File: src/rtl/ps2_kbd_rx_pkg.sv
// Shared constants, receiver state type and frame check for the PS/2 keyboard receiver.
package ps2_kbd_rx_pkg;

  localparam int   PS2_FRAME_BITS         = 11;
  localparam logic PS2_START              = 1'b0;
  localparam logic PS2_STOP               = 1'b1;
  localparam int   DEFAULT_FIFO_DEPTH     = 8;
  localparam int   DEFAULT_TIMEOUT_CYCLES = 4096;

  typedef enum logic {
    S_IDLE,
    S_RECV
  } rx_state_t;

  // Frame is {stop, parity, d7..d0, start}; odd parity over data plus parity bit.
  function automatic logic frame_ok(input logic [PS2_FRAME_BITS-1:0] f);
    return (f[0] == PS2_START) && (f[PS2_FRAME_BITS-1] == PS2_STOP) && (^f[9:1]);
  endfunction

endpackage

File: src/rtl/ps2_kbd_rx_sync_fifo.sv
// Registered-array FIFO with wrap-bit pointers; a pop frees space for a push in the same cycle.
module sync_fifo #(
  parameter int WIDTH = 8,
  parameter int DEPTH = 8
) (
  input  logic             clk,
  input  logic             rst,
  input  logic             push,
  input  logic             pop,
  input  logic [WIDTH-1:0] wdata,
  output logic [WIDTH-1:0] rdata,
  output logic             full,
  output logic             empty
);

  localparam int AW = $clog2(DEPTH);
  localparam logic [AW:0] PTR_ONE = 1;

  logic [AW:0]      wr_ptr;
  logic [AW:0]      rd_ptr;
  logic [WIDTH-1:0] mem [DEPTH];
  logic             do_push;
  logic             do_pop;

  assign empty   = (wr_ptr == rd_ptr);
  assign full    = (wr_ptr[AW-1:0] == rd_ptr[AW-1:0]) && (wr_ptr[AW] != rd_ptr[AW]);
  assign do_pop  = pop & ~empty;
  assign do_push = push & (~full | do_pop);
  assign rdata   = mem[rd_ptr[AW-1:0]];

  always_ff @(posedge clk or posedge rst) begin
    if (rst) begin
      wr_ptr <= '0;
      rd_ptr <= '0;
      for (int i = 0; i < DEPTH; i++) mem[i] <= '0;
    end else begin
      if (do_push) begin
        mem[wr_ptr[AW-1:0]] <= wdata;
        wr_ptr              <= wr_ptr + PTR_ONE;
      end
      if (do_pop) rd_ptr <= rd_ptr + PTR_ONE;
    end
  end

endmodule

File: src/rtl/ps2_kbd_rx.sv
// PS/2 keyboard frame receiver: oversampled pins, framing/parity check, idle timeout, byte FIFO.
module ps2_kbd_rx
  import ps2_kbd_rx_pkg::*;
#(
  parameter int FIFO_DEPTH     = DEFAULT_FIFO_DEPTH,
  parameter int TIMEOUT_CYCLES = DEFAULT_TIMEOUT_CYCLES
) (
  input  logic       clk,
  input  logic       rst,
  input  logic       ps2_clk,
  input  logic       ps2_data,
  input  logic       nextdata_n,
  output logic [7:0] data,
  output logic       ready,
  output logic       overflow,
  output logic       frame_err
);

  localparam int IW = $clog2(TIMEOUT_CYCLES + 1);
  localparam logic [3:0]    LAST_BIT   = 4'(PS2_FRAME_BITS - 1);
  localparam logic [IW-1:0] IDLE_LIMIT = IW'(TIMEOUT_CYCLES - 1);

  logic [2:0]                clk_sync;
  logic [1:0]                data_sync;
  logic                      fall;
  rx_state_t                 state, state_d;
  logic [3:0]                bit_cnt, bit_cnt_d;
  logic [PS2_FRAME_BITS-1:0] shift_q, shift_d;
  logic [IW-1:0]             idle_cnt, idle_cnt_d;
  logic                      err_d, push_d;
  logic                      push_q;
  logic [7:0]                push_byte_q;
  logic                      fifo_full, fifo_empty, pop_req;

  assign fall    = clk_sync[2] & ~clk_sync[1];
  assign ready   = ~fifo_empty;
  assign pop_req = ready & ~nextdata_n;

  always_ff @(posedge clk or posedge rst) begin
    if (rst) begin
      clk_sync    <= '0;
      data_sync   <= '0;
      state       <= S_IDLE;
      bit_cnt     <= '0;
      shift_q     <= '0;
      idle_cnt    <= '0;
      frame_err   <= 1'b0;
      push_q      <= 1'b0;
      push_byte_q <= '0;
      overflow    <= 1'b0;
    end else begin
      clk_sync    <= {clk_sync[1:0], ps2_clk};
      data_sync   <= {data_sync[0], ps2_data};
      state       <= state_d;
      bit_cnt     <= bit_cnt_d;
      shift_q     <= shift_d;
      idle_cnt    <= idle_cnt_d;
      frame_err   <= err_d;
      push_q      <= push_d;
      push_byte_q <= shift_d[8:1];
      // A push into a full FIFO is only lost when no pop frees a slot this cycle.
      if (push_q && fifo_full && !pop_req) overflow <= 1'b1;
    end
  end

  always_comb begin
    state_d    = state;
    bit_cnt_d  = bit_cnt;
    shift_d    = shift_q;
    idle_cnt_d = idle_cnt;
    err_d      = 1'b0;
    push_d     = 1'b0;
    if (fall) begin
      shift_d    = {data_sync[1], shift_q[PS2_FRAME_BITS-1:1]};
      idle_cnt_d = '0;
      if (bit_cnt == LAST_BIT) begin
        bit_cnt_d = '0;
        state_d   = S_IDLE;
        if (frame_ok(shift_d)) push_d = 1'b1;
        else                   err_d  = 1'b1;
      end else begin
        bit_cnt_d = bit_cnt + 4'd1;
        state_d   = S_RECV;
      end
    end else if (state == S_RECV) begin
      // Keyboard stopped clocking mid-frame: abandon the partial frame.
      if (idle_cnt == IDLE_LIMIT) begin
        bit_cnt_d  = '0;
        idle_cnt_d = '0;
        state_d    = S_IDLE;
        err_d      = 1'b1;
      end else begin
        idle_cnt_d = idle_cnt + 1'b1;
      end
    end
  end

  sync_fifo #(
    .WIDTH(8),
    .DEPTH(FIFO_DEPTH)
  ) u_fifo (
    .clk  (clk),
    .rst  (rst),
    .push (push_q),
    .pop  (pop_req),
    .wdata(push_byte_q),
    .rdata(data),
    .full (fifo_full),
    .empty(fifo_empty)
  );

endmodule

File: config.mk
export PLATFORM = sky130hd
export DESIGN_NAME = ps2_kbd_rx
export DESIGN_NICKNAME = d
export VERILOG_FILES = /design/src/rtl/ps2_kbd_rx_pkg.sv /design/src/rtl/ps2_kbd_rx_sync_fifo.sv /design/src/rtl/ps2_kbd_rx.sv
export SDC_FILE = /design/constraint.sdc
export NUM_CORES = 1
export LEC_CHECK = 0
export BUFFER_PORTS_ARGS = -buffer_cell sky130_fd_sc_hd__buf_2
export CORE_MARGIN = 3
export CORE_UTILIZATION = 56
export CTS_CLUSTER_SIZE = 10
export DETAILED_ROUTE_END_ITERATION = 6
export PLACE_DENSITY = 0.76
export RECOVER_POWER = 50
export SYNTH_ARGS = -nofsm -noshare
export SYNTH_HDL_FRONTEND = slang
export SYNTH_SLANG_ARGS = --single-unit
File: constraint.sdc
create_clock -name clk -period 3.1 [get_ports clk]
set_input_delay 0.31 -clock clk [delete_from_list [all_inputs] [get_ports clk]]
set_output_delay 0.31 -clock clk [all_outputs]
set_load 0.01 [all_outputs]
Word-level counts from Yosys, hierarchy flattened
Cells that the tools add are included.
{"block": "totals", "regBits": 109, "latch_bits": 0, "ram_bits": 0, "mem_bits_ro": 0, "in_bits": 5, "out_inout_bits": 11, "elab_cells": 81, "mem_count": 0}
{"block": "classes", "n_addsub": 4, "mul": 0, "n_div": 0, "magnitude_cmp": 3, "eq_ne": 5, "n_shift": 0, "muxes": 26, "bitwise_logic": 12, "reduce_logical": 11}
{"operator": "bitwise mux 64 bit", "n": 1}
{"operator": "2-to-1 mux 13 bit", "n": 3}
{"operator": "binary-select mux 8 bit (select 3 bit)", "n": 1}
{"operator": "demux 8 bit (select 3 bit)", "n": 1}
{"operator": "2-to-1 mux 8 bit", "n": 3}
{"operator": "2-to-1 mux 4 bit", "n": 4}
{"operator": "adder 13 x 1 -> 13 bit, second input constant", "n": 1}
{"operator": "equality test 13 x 12 -> 1 bit, second input constant", "n": 1}
{"operator": "adder 4 x 1 -> 4 bit, second input constant", "n": 3}
{"operator": "2-to-1 mux 1 bit", "n": 12}
{"operator": "2-to-1 mux 9 bit", "n": 1}
{"operator": "parity 9 bit", "n": 1}
{"operator": "greater-or-equal comparator 4 bit, second input constant", "n": 2}
{"operator": "inverter 3 -> 4 bit", "n": 2}
{"operator": "logical AND 1 bit", "n": 6}
{"operator": "inverter 1 bit", "n": 5}
{"operator": "bitwise AND 1 bit", "n": 4}
{"operator": "equality test 4 bit", "n": 1}
{"operator": "equality test 4 bit, second input constant", "n": 1}
{"operator": "less-than comparator 4 x 1 -> 1 bit, second input constant", "n": 1}
{"operator": "nonzero test 2 bit", "n": 2}
{"operator": "equality test 3 bit", "n": 1}
{"operator": "AND reduction 2 bit", "n": 1}
{"operator": "logical NOT 1 bit", "n": 1}
{"operator": "2 further kinds", "n": 2}

Logic depth before layout (Yosys ltp)
Gate-level depths: netlist of run 1.
{"block": "logic_depth", "ltp_word": 6, "mapped_depth": 6, "depth_no_buf": 6}

Modules after synthesis
Synthesis of run 1 repeated with hierarchy kept, for this count alone.
{"block": "hier_totals", "hier_cells": 390, "hier_area_um2": 5207.5}
{"module": "sync_fifo", "instances": 1, "cells_per_inst": 218, "area_per_inst_um2": 3472.1, "seq_area_each_um2": 1801.7}
{"module": "ps2_kbd_rx", "instances": 1, "cells_per_inst": 172, "area_per_inst_um2": 1735.4, "seq_area_each_um2": 900.9}

Least setup slack after synthesis of run 1
Ideal clock, no wire load.
{"block": "synth_timing", "path_kind": "flip-flop to flip-flop", "start": "reg u_fifo.rd_ptr[0]", "end": "reg u_fifo.mem[24] (netlist bit)", "setup_ps": 125, "arrival_time_ps": 1851, "required_time_ps": 2975, "slack_ps": 1124, "stages_incl_launch_ff": 7, "n_path_buf": 2, "period_less_slack_ps": 1976, "path_cell_list": "dfrtp_1 > buf_6 > xnor2_1 > and3_1 > buf_2 > a2111oi_4 > mux2_2"}
{"block": "synth_between", "elab_chain_len": 6, "elab_cells_between_ends": 9, "classes_between": "eq/ne (2); bitwise (6); reduce/logical (1)"}
{"item": "start: declaration", "line_no": "ps2_kbd_rx_sync_fifo.sv:20", "text": "logic [AW:0] rd_ptr;"}
{"item": "start signal: assignment", "line_no": "ps2_kbd_rx_sync_fifo.sv:41", "text": "if (do_pop) rd_ptr <= rd_ptr + PTR_ONE;"}
{"item": "equality test 4 bit", "line_no": "ps2_kbd_rx_sync_fifo.sv:25", "text": "assign empty = (wr_ptr == rd_ptr);"}
{"item": "inverter 1 bit", "line_no": "ps2_kbd_rx_sync_fifo.sv:27, ps2_kbd_rx.sv:36"}
{"item": "bitwise AND 1 bit", "line_no": "ps2_kbd_rx.sv:37", "text": "assign pop_req = ready & ~nextdata_n;"}
{"item": "bitwise AND 1 bit", "line_no": "ps2_kbd_rx_sync_fifo.sv:27", "text": "assign do_pop = pop & ~empty;"}
{"item": "OR 1 bit *", "line_no": "ps2_kbd_rx_sync_fifo.sv:28", "text": "assign do_push = push & (~full | do_pop);"}
{"item": "bitwise AND 1 bit *", "line_no": "ps2_kbd_rx_sync_fifo.sv:28"}
{"item": "end signal: indexed assignment", "line_no": "ps2_kbd_rx_sync_fifo.sv:38", "text": "mem[wr_ptr[AW-1:0]] <= wdata;"}
{"item": "end: declaration", "line_no": "ps2_kbd_rx_sync_fifo.sv:21", "text": "logic [WIDTH-1:0] mem [DEPTH];"}
Mark *: on every way between the ends. The rest lies on a longest branch, timed or not.
A chain may end at the register's enable or synchronous reset.

Worst setup path after layout of run 1
{"block": "layout_timing", "start": "reg u_fifo.wr_ptr[0]", "end": "reg u_fifo.mem[1] (netlist bit)"}
{"block": "layout_between", "elab_chain_len": 6, "elab_cells_between_ends": 16, "classes_between": "order compare (2); eq/ne (2); mux (3); bitwise (7); reduce/logical (2)"}
{"item": "start: declaration", "line_no": "ps2_kbd_rx_sync_fifo.sv:19", "text": "logic [AW:0] wr_ptr;"}
{"item": "start signal: assignment", "line_no": "ps2_kbd_rx_sync_fifo.sv:39", "text": "wr_ptr <= wr_ptr + PTR_ONE;"}
{"item": "inverter 3 -> 4 bit (implied by the code) or equality test 4 bit (tied branches)", "line_no": "ps2_kbd_rx_sync_fifo.sv:38, ps2_kbd_rx_sync_fifo.sv:25"}
{"item": "greater-or-equal comparator 4 bit (implied by the code), or another cell as far along", "line_no": "ps2_kbd_rx_sync_fifo.sv:38"}
{"item": "logical AND 1 bit (implied by the code) or bitwise AND 1 bit (tied branches)", "line_no": "ps2_kbd_rx_sync_fifo.sv:38, ps2_kbd_rx.sv:37"}
{"item": "2-to-1 mux 8 bit (implied by the code) or bitwise AND 1 bit (tied branches)", "line_no": "ps2_kbd_rx_sync_fifo.sv:38, ps2_kbd_rx_sync_fifo.sv:27"}
{"item": "demux 8 bit (select 3 bit) or OR 1 bit (tied branches)", "line_no": "ps2_kbd_rx_sync_fifo.sv:38, ps2_kbd_rx_sync_fifo.sv:28"}
{"item": "bitwise mux 64 bit or bitwise AND 1 bit (tied branches)", "line_no": "ps2_kbd_rx_sync_fifo.sv:38, ps2_kbd_rx_sync_fifo.sv:28"}
Several ways; a longest one is shown, not always the timed one.

==> results of run 1 <==
[layout make-up]
cell class	instances	area, um2
fillers	610	3100
flip-flops and latches	108	2700
multi-input cells	240	2190
clock buffers	10	138
well taps	105	131
repair buffers	22	123
clock inverters	6	51.3
inverters	8	31.3
[final timing paths]
check	start	slack [ns]	endpoint	depth (start not counted)
hold reg to reg	clk_sync[0]	0.36	clk_sync[1]	0
min in group asynchronous	rst	0.55	u_fifo.mem[0]	3
setup / recovery	u_fifo.wr_ptr[0]	0.54	u_fifo.mem[1]	4
hold / removal	ps2_data	0.03	data_sync[0]	1
setup reg to reg	u_fifo.wr_ptr[0]	0.54	u_fifo.mem[1]	4
max in group asynchronous	rst	0.93	u_fifo.mem[30]	4
[per-stage QoR]
stage	hold WS [ns]	area, um2
after global routing	0.00762	5370
after floorplan	0.331	5030
final	0.0339	5370
after CTS	0.0156	5380
after detailed placement	0.323	5180
after global placement	0.317	5180
[per-layer routing]
metal	GRT usage	up-vias	routed length, um
li1	-	1378	-
met1	0.304	1518	4600
met2	0.302	65	4260
met3	0.0554	12	388
met4	0.0549	0	136
met5	0	-	0
[cell usage in the layout (no fill, tap or decap), drive strengths merged, types with 2 or more instances in the layout]
master   netlist  final
nand2         48     48
o211ai         6      6
buf           11     17
nor2           7      7
mux4          16     16
a21oi          2      2
clkbuf        10     14
a211oi         2      2
a31oi          2      2
a2111oi        2      2
a21o           2      2
nand4          4      4
a41oi          2      2
o211a          2      2
dfrtp        108    108
ha             5      5
a31o           2      2
nor4           2      2
o21ai         10     10
xor2           7      7
and3           4      4
nand3b         2      2
inv            8     12
nand3          5      5
nor3           2      2
mux2          74     74
or3            2      2
xnor2         17     17
and2           2      2
[Yosys cell counts, types with 3 or more instances]
| cell type | n |
|---|---|
| and3_1 | 4 |
| buf_1 | 3 |
| buf_2 | 4 |
| clkbuf_1 | 10 |
| dfrtp_1 | 108 |
| ha_1 | 5 |
| inv_1 | 8 |
| mux2_2 | 74 |
| mux4_2 | 16 |
| nand2_1 | 48 |
| nand3_1 | 5 |
| nand4_1 | 4 |
| nor2_1 | 7 |
| o211ai_2 | 5 |
| o21ai_0 | 10 |
| xnor2_1 | 17 |
| xor2_1 | 7 |
[state kept, by name, indices dropped and copies added, names as in the netlist]
register	count
data_sync	2
shift_q	2
bit_cnt	4
idle_cnt	13
u_fifo.mem	64
u_fifo.rd_ptr	4
u_fifo.wr_ptr	4
state	1
overflow	1
frame_err	1
clk_sync	3
push_byte_q	8
push_q	1
[kinds of logic after synthesis]
family,count (synthesis),synth area share
AOI/OAI and AO/OA,36,0.0625
xor gates and xnor gates,25,0.0463
adders and majority gates,5,0.0124
buffers and inverters,29,0.0271
DFF,108,0.537
muxes,90,0.237
and+or+nand+nor,84,0.0769
[what timing repair did]
item,in CTS,in global routing
hold endpoints to repair,16,0
hold buffers,1,0
endpoints found under the setup margin,0,0
resized for setup,0,0
[critical path: stages (launching register included)]
cell and delay, ns:
dfrtp_1 0.57, xnor2_1 0.36, nand3_1 0.36, o211ai_2 0.75
mux2_2 0.42
[power by group]
part	internal, mW	total [mW]	leakage (nW)	switching [mW]
sequential	1.51	1.68	1.47	0.166
combinational	0.310	0.706	1.04	0.396
clock	0.331	0.837	0.100	0.506
total	2.15	3.22	2.61	1.07
==> results.md, run 1 <==
- Post-Synthesis Cells: 377
- GR Overflow Total: 0
- Inst Count DP: ~480
- Post-Place Setup Slack: 0.578 ns
- Via count: 2973
- Mapped Area: slightly above 0.005 mm2
- Mean Syn Cell Area: 13.3 um2
- Setup Fix Bufs, Post-CTS: 0
- Synth area leader: dfrtp_1
- Initial Util: 0.594
- Pwr/cell area: 600 mW/mm2
- Syn nets: a little under 400
- Max_cap viols: 0
- CTS tree: done
- First-pass GRT wire length: 15800 um
- Num CTS Buffers: 9
- Fin crit period: 2.56 ns
- Largest net degree at the start of global routing: 53
- Fmax: ~400 MHz
- CP max FO: 10
- Slew Viols, Final: 0
- PnR worst setup slack: ~0.54 ns
- Routability cong.: roughly 0.80
- I/O Pins: 16
- H-tree depth: 3
- Ys flop type: dfrtp_1
- Seq/Total Area, Yosys: 0.537
- Status: complete, no violations
- Worst Skew: roughly 0.016 ns
- Root buf cell: clkbuf_8
- GRT Total Usage: 0.205
- Detailed Route Iter0 Violations: approximately 170
- Worst-margin pin slew: between 1 and 1.5 ns
- Hold Path Class: in -> reg
- DIE WIDTH: 101 um
- FF+latch count, synth: about 110
- Worst Path Arrival: 2.83 ns
- Pre-antenna DRT Iters: 4
- CP Class: reg -> reg
- Die Footprint: between 0.01 and 0.015 mm2
- Routed WL per cell: ~19 um
- Design Power: around 3.2 mW
- Yosys warns: 0
- Setup TNS: 0 ns
- Core Box Area: 0.00846 mm2
- Bufs on Longest Clock Path: 2
- Hold Vio Cnt, Final: 0
- Async SR Flop Fraction: 1.00
- Clock Latency Late Sink: ~0.38 ns
- Nature of the critical path startpoint: register
- DRC violations left: 0
- Final Non-Filler Cells: roughly 500
- Dominant cells by area after synthesis: dfrtp_1, mux2_2, mux4_2, nand2_1, xnor2_1
- Antenna cell count: 0
- Routed WL: 9390 um
- Via/cell ratio: just under 6
- Unrepaired setup endpoints after global routing: no
- Die Y: 101 um
- Post-synth top area share: 0.537
- Routed Antenna Nets: 0
- Clk sinks: ~110
- Pleak: approximately 2.6 nW
- Max-slew headroom: 0.171
- Post-synth EDFFs: 0
- Nets: between 300 and 400
- Input/output buffers: 15
- Worst IR Drop VDD: 0.285 mV
- Setup violators final: 0
- Layout overhead on the synthesized area: 6.72%
- Antenna violations before repair: 0
- Vias in the first global route: between 2k and 3k
- Clock transition at path regs: around 0.1 ns
- Period utilization: 0.826
- Share of cells above drive strength 1: 0.345
- Rows: 33
- Post-layout util: 0.634
- HPWL Detailed: around 6000 um
- Setup crit end kind: register
- Synth unique cells: 44
- Worst EP required: about 3.4 ns
(Power assumes the default switching activity.)
==> inputs of run 2 (changes only) <==
Settings changed: CORE_UTILIZATION 56 to 62, PLACE_DENSITY 0.76 to 0.8.
Clock period 3.1 ns to 2.4 ns, I/O delays scaled along.
==> results.md, run 2 (synthesis results as in run 1) <==
- GRT Total Usage: 0.232 (+0.0269)
- HPWL Detailed: 6410 um (+3.7%)
- Pwr/cell area: 774 mW/mm2 (+29%)
- Hold Vio Cnt, Final: 0 (unchanged)
- Initial Util: 0.644 (+0.0500)
- Period utilization: 0.950
- Hold Path Depth: 4 (+3)
- Fillers: 555 (-9.0%)
- Rows: 32 (-3.0%)
- Inst Count DP: 487 (+1.0%)
- CP Class: reg -> out
- Clk sinks: 108 (unchanged)
- Worst path cell trace: buf_4, mux4_2, mux2_2, buf_2
- Vias in the first global route: 3109 (+4.6%)
- Setup TNS: 0 ns (unchanged)
- Pleak: 2.65 nW (+1.6%)
- Most frequent cells in the layout: dfrtp_1, mux2_2, nand2_1
- Input/output buffers: 15 (unchanged)
- Commonest non-fill, non-tap cell in the layout: dfrtp_1
- Sw Share: 0.321 (-0.00992)
- Via count: 3063 (+3.0%)
- WP buf/inv: 2 (+2)
- Worst-margin pin slew: 1.35 ns (+0.104 ns)
- Unrepaired setup endpoints after global routing: no
- CTS tree: done
- Max FFs per register: 64 (unchanged)
- Worst Reg-to-Reg Cells: 4 (unchanged)
- Die Footprint: 0.00923 mm2 (-9.1%)
- H-tree depth: 3 (unchanged)
- DRC violations left: 0 (unchanged)
- Clock transition at path regs: 0.10 ns (about the same)
- Num CTS Buffers: 9 (unchanged)
- Bufs on Longest Clock Path: 2 (unchanged)
- Post-DP Area: 0.00526 mm2 (+1.6%)
- Slew Viols, Final: 0 (unchanged)
- Worst IR Drop VDD: 0.555 mV (+95%)
- P_int: 2.87 mW (+33%)
- Antenna cell count: 0 (unchanged)
- Setup crit end kind: primary output
- Via/cell ratio: 6.05 (+1.6%)
- CP max stage cell: mux4_2
- Antenna violations before repair: 0 (unchanged)
- Post-layout util: 0.700 (+0.0658)
- Finished Cell Area: 0.00546 mm2 (+1.8%)
- Nature of the critical path startpoint: register
- FF-to-FF setup slack: 0.22 ns (-0.32 ns)
- Core Box Area: 0.00781 mm2 (-7.8%)
- Max-slew headroom: 0.0968 (-0.0739)
- Slowest stage delay, CP: 0.54 ns (-0.21 ns)
- Worst min-delay path endpoint: u_fifo.rd_ptr[2]
- Clock Latency Late Sink: 0.37 ns (about the same)
- Routed WL: 9690 um (+3.2%)
- Register share of total power: 0.512 (-0.009)
- Biggest register: u_fifo.mem
- Worst Path Arrival: 2.04 ns (-0.79 ns)
- Routed WL per cell: 19.1 um (+1.8%)
- Worst EP required: 2.16 ns (-1.21 ns)
- Pre-antenna DRT Iters: 4 (unchanged)
- Fin crit period: around 2.3 ns
- PnR worst setup slack: 0.119 ns (-0.420 ns)
- Routability cong.: 0.858 (+7.1%)
- DIE WIDTH: 96.1 um (-4.7%)
- CP max FO: 19 (+9)
- Hold Startpoint: nextdata_n
- Post-Place Setup Slack: 0.240 ns (-0.338 ns)
- Largest net degree at the start of global routing: 48 (-9.4%)
- Gate power share: 0.231 (+0.012)
- Max_cap viols: 0 (unchanged)
- Hold Path Class: in -> reg
- Top delay family on crit path: multiplexers
- Net Switching: 1.36 mW (+27%)
- Reg2reg end: u_fifo.mem[61]
- Regs by FF count: u_fifo.mem (64), idle_cnt (13), push_byte_q (8)
- Share of cells above drive strength 1: 0.349 (+0.00383)
- Status: complete, no violations
- Fmax: roughly 440 MHz
- Routed Antenna Nets: 0 (unchanged)
- Die Y: 96.1 um (-4.7%)
- Nets: 409 (+2.5%)
- Worst Skew: 0.0149 ns (-0.00138 ns)
- Share of total power in the clock network: 0.257 (-0.003)
- Root buf cell: clkbuf_8
- Setup violators final: 0 (unchanged)
- Reg-to-Reg Start: u_fifo.wr_ptr[2]
- Final Non-Filler Cells: 506 (+1.4%)
- Detailed Route Iter0 Violations: 177 (+5.4%)
- Layout overhead on the synthesized area: 8.66%
- First-pass GRT wire length: 16100 um (+1.4%)
- I/O Pins: 16 (unchanged)
- GR Overflow Total: 0 (unchanged)
==> run 2: cell count changes in the layout (fill, tap and decap cells not counted) <==
cell and change:
buf_4 +6, inv_6 -4, clkbuf_1 +3, clkbuf_2 -2
clkinvlp_4 +2, dlygate4sd3_1 +2, buf_12 +1, buf_6 +1
bufinv_16 +1, clkbuf_4 +1, clkbuf_8 -1
==> run 2: final cells by class <==
| type | instances | area, um2 | area share |
|---|---|---|---|
| sequential | 108 | 2700 | 0.495 |
| clock buffer | 11 | 131 | 0.0240 |
| inverter | 8 | 31.3 | 0.00572 |
| clock inverter | 5 | 61.3 | 0.0112 |
| timing repair buffer | 32 | 220 | 0.0403 |
| tap | 102 | 128 | 0.0234 |
| multi-input combinational | 240 | 2190 | 0.401 |
==> run 2: repair_timing <==
| item | CTS | global route |
|---|---|---|
| buffers inserted | 0 | 0 |
| hold buffers | 3 | 0 |
| resized for setup | 0 | 1 |
| endpoints found under the hold margin | 29 | 0 |
| endpoints found under the setup margin | 0 | 8 |
==> run 2: worst reg2reg max path, stage by stage, from the launching register on <==
cell and delay (ns):
dfrtp_1 0.49, xnor2_1 0.27, nand3_1 0.35, o211ai_2 0.57, mux2_2 0.40
==> run 2: stage by stage <==
stage / total power, mW / hold slack (ns)
CTS: 4.27 / 0.244
finish: 4.23 / 0.257
global placement: 3.12 / 0.333
floorplan: 2.93 / 0.271
detailed placement: 3.17 / 0.343
global route: 4.46 / 0.264
==> run 2: power by group through the flow <==
stage | registers (mW) | logic [mW] | clock network, mW
after floorplan | 2.09 | 0.844 | 0
after global placement | 2.18 | 0.939 | 0
after detailed placement | 2.19 | 0.972 | 0
after CTS | 2.16 | 0.987 | 1.12
after global routing | 2.19 | 1.08 | 1.19
final | 2.17 | 0.978 | 1.08
==> run 2: how the worst max path moves through the flow <==
| stage | startpoint | endpoint | slack (ns) | cells after the start |
|---|---|---|---|---|
| 4_1_cts | u_fifo.rd_ptr[0] | data[1] | 0.03 | 4 |
| 3_3_place_gp | u_fifo.wr_ptr[2] | u_fifo.mem[60] | 0.33 | 4 |
| 6_report | u_fifo.rd_ptr[1] | data[4] | 0.12 | 4 |
| 5_1_grt | u_fifo.rd_ptr[1] | data[4] | 0.03 | 4 |
| 3_5_place_dp | u_fifo.wr_ptr[2] | u_fifo.mem[61] | 0.24 | 4 |
| 2_1_floorplan | u_fifo.rd_ptr[0] | u_fifo.mem[24] | 0.42 | 6 |
==> run 2: per-layer routing <==
layer	vias to the layer above	track usage	share of wire
li1	1387	-	-
met1	1622	0.334	0.46
met2	46	0.366	0.50
met4	0	0.0498	0.0084
met3	8	0.0516	0.033
met5	-	0	0
==> inputs of run 3 (changes only) <==
Settings changed: PLACE_DENSITY 0.8 to 0.83.
==> results.md, run 3 (synthesis results as in run 1) <==
- Worst Path Arrival: 2.07 ns (+0.03 ns)
- Worst-margin pin slew: 1.44 ns (+0.0912 ns)
- Input/output buffers: 15 (unchanged)
- Root buf cell: clkbuf_8
- Post-DP Area: 0.00524 mm2 (-0.38%)
- Antenna cell count: 0 (unchanged)
- DIE WIDTH: 96.1 um (unchanged)
- Period utilization: 0.963 (+0.0124)
- Met1 Track Usage GR: 0.342 (+0.00841)
- Max-slew headroom: 0.0410 (-0.0558)
- Layout overhead on the synthesized area: 8.29%
- Commonest non-fill, non-tap cell in the layout: dfrtp_1
- Nets: 407 (-0.49%)
- Slowest stage delay, CP: 0.55 ns (about the same)
- Max_cap viols: 0 (unchanged)
- Post-layout util: 0.697 (-0.00240)
- Setup TNS: 0 ns (unchanged)
- Setup crit end kind: primary output
- Antenna violations before repair: 0 (unchanged)
- I/O Pins: 16 (unchanged)
- Design Power: 4.27 mW (+0.94%)
- Die Y: 96.1 um (unchanged)
- Fin crit period: 2.31 ns (+0.0298 ns)
- Pwr/cell area: 784 mW/mm2 (+1.3%)
- Regs by FF count: u_fifo.mem (64), idle_cnt (13), push_byte_q (8)
- Slew Viols, Final: 0 (unchanged)
- Initial Util: 0.644 (unchanged)
- FF-to-FF setup slack: 0.13 ns (-0.09 ns)
- Routability cong.: 0.809 (-5.7%)
- Worst IR Drop VDD: 0.393 mV (-29%)
- CP Class: reg -> out
- Fmax: 433 MHz (-1.3%)
- Worst EP required: 2.16 ns (about the same)
- Clk sinks: 108 (unchanged)
- HPWL Detailed: 6220 um (-3.1%)
- Detailed Route Iter0 Violations: 228 (+29%)
- Bufs on Longest Clock Path: 2 (unchanged)
- Max FFs per register: 64 (unchanged)
- GRT Total Usage: 0.233 (+0.000824)
- Status: complete, no violations
- Pleak: 2.64 nW (-0.12%)
- Pre-antenna DRT Iters: 4 (unchanged)
- Routed WL: 9620 um (-0.66%)
- Most frequent cells in the layout: dfrtp_1, mux2_2, nand2_1
- Met3 usage: 0.0438 (-0.00782)
- DRC violations left: 0 (unchanged)
- Setup crit start: u_fifo.rd_ptr[1]
- Num CTS Buffers: 9 (unchanged)
- Finished Cell Area: 0.00545 mm2 (-0.34%)
- Via count: 3039 (-0.78%)
- Via/cell ratio: 6.03 (-0.39%)
- Clock Latency Late Sink: 0.37 ns (about the same)
- CP max stage cell: mux4_2
- Setup violators final: 0 (unchanged)
- Routed Antenna Nets: 0 (unchanged)
- CP max FO: 19 (unchanged)
- Die Footprint: 0.00923 mm2 (unchanged)
- Grt met2 use: 0.355 (-0.0109)
- Hold Startpoint: nextdata_n
- Hold Vio Cnt, Final: 0 (unchanged)
- H-tree depth: 3 (unchanged)
- GR Overflow Total: 0 (unchanged)
- CTS tree: done
- Unrepaired setup endpoints after global routing: no
- Hold Path Class: in -> reg
- First-pass GRT wire length: 15800 um (-1.6%)
- Nature of the critical path startpoint: register
- Share of cells above drive strength 1: 0.356 (+0.00671)
- Reg-to-Reg Start: u_fifo.wr_ptr[2]
- Largest net degree at the start of global routing: 109 (+130%)
- Routed WL per cell: 19.1 um (-0.27%)
- Busiest grt layer: met2
- Vias in the first global route: 3062 (-1.5%)
- Core Box Area: 0.00781 mm2 (unchanged)
- Worst path cell trace: buf_4, mux4_2, mux2_2, buf_2
- Clock transition at path regs: 0.11 ns (about the same)
- Worst Skew: 0.0176 ns (+0.00265 ns)
- Biggest register: u_fifo.mem
- Rows: 32 (unchanged)
==> run 3: cell type report <==
type                            instances  area [um2]
Clock buffer                           10         128
Clock inverter                          6        72.6
Fill cell                             534        2360
Inverter                                8        33.8
Multi-Input combinational cell        240        2190
Sequential cell                       108        2700
Tap cell                              102         128
Timing Repair Buffer                   30         191
==> run 3: metal layers <==
metal  wire (um)  vias to the layer above
met4         138                        0
met1        4460                     1569
met3         354                       12
li1            -                     1396
met2        4680                       62
met5           0                        -
==> run 3: where the power goes <==
part	internal [mW]	leakage [nW]	switching, mW
Clock	0.495	0.0975	0.625
Sequential	1.96	1.47	0.208
Combinational	0.421	1.08	0.562
==> run 3: metrics by stage <==
step | instances | hold slack, ns | worst slack (ns)
final | 504 | 0.239 | 0.0893
after global routing | 504 | 0.245 | 0.00985
after CTS | 504 | 0.0484 | 0.0779
after detailed placement | 486 | 0.336 | 0.167
after global placement | 486 | 0.333 | 0.299
after floorplan | 377 | 0.271 | 0.424
==> run 3: path summary, 6_finish.rpt <==
path / endpoint / cells past startpoint
max in group asynchronous: push_byte_q[2] / 3
max: data[4] / 4
max reg2reg: u_fifo.mem[31] / 4
min: u_fifo.rd_ptr[2] / 4
min reg2reg: data_sync[1] / 0
min in group asynchronous: bit_cnt[3] / 3
==> run 3: what timing repair did <==
item                                   4_1_cts  5_1_grt
buffers inserted                             0        0
hold buffers                                 2        0
endpoints found under the hold margin        2        0
resized for setup                            0        0
==> run 3: worst max-delay path, delay by kind of cell (launching register included) <==
family,cells,cell delay [ns]
buffers and inverters,2,0.46
flip-flops,1,0.40
multiplexers,2,0.84
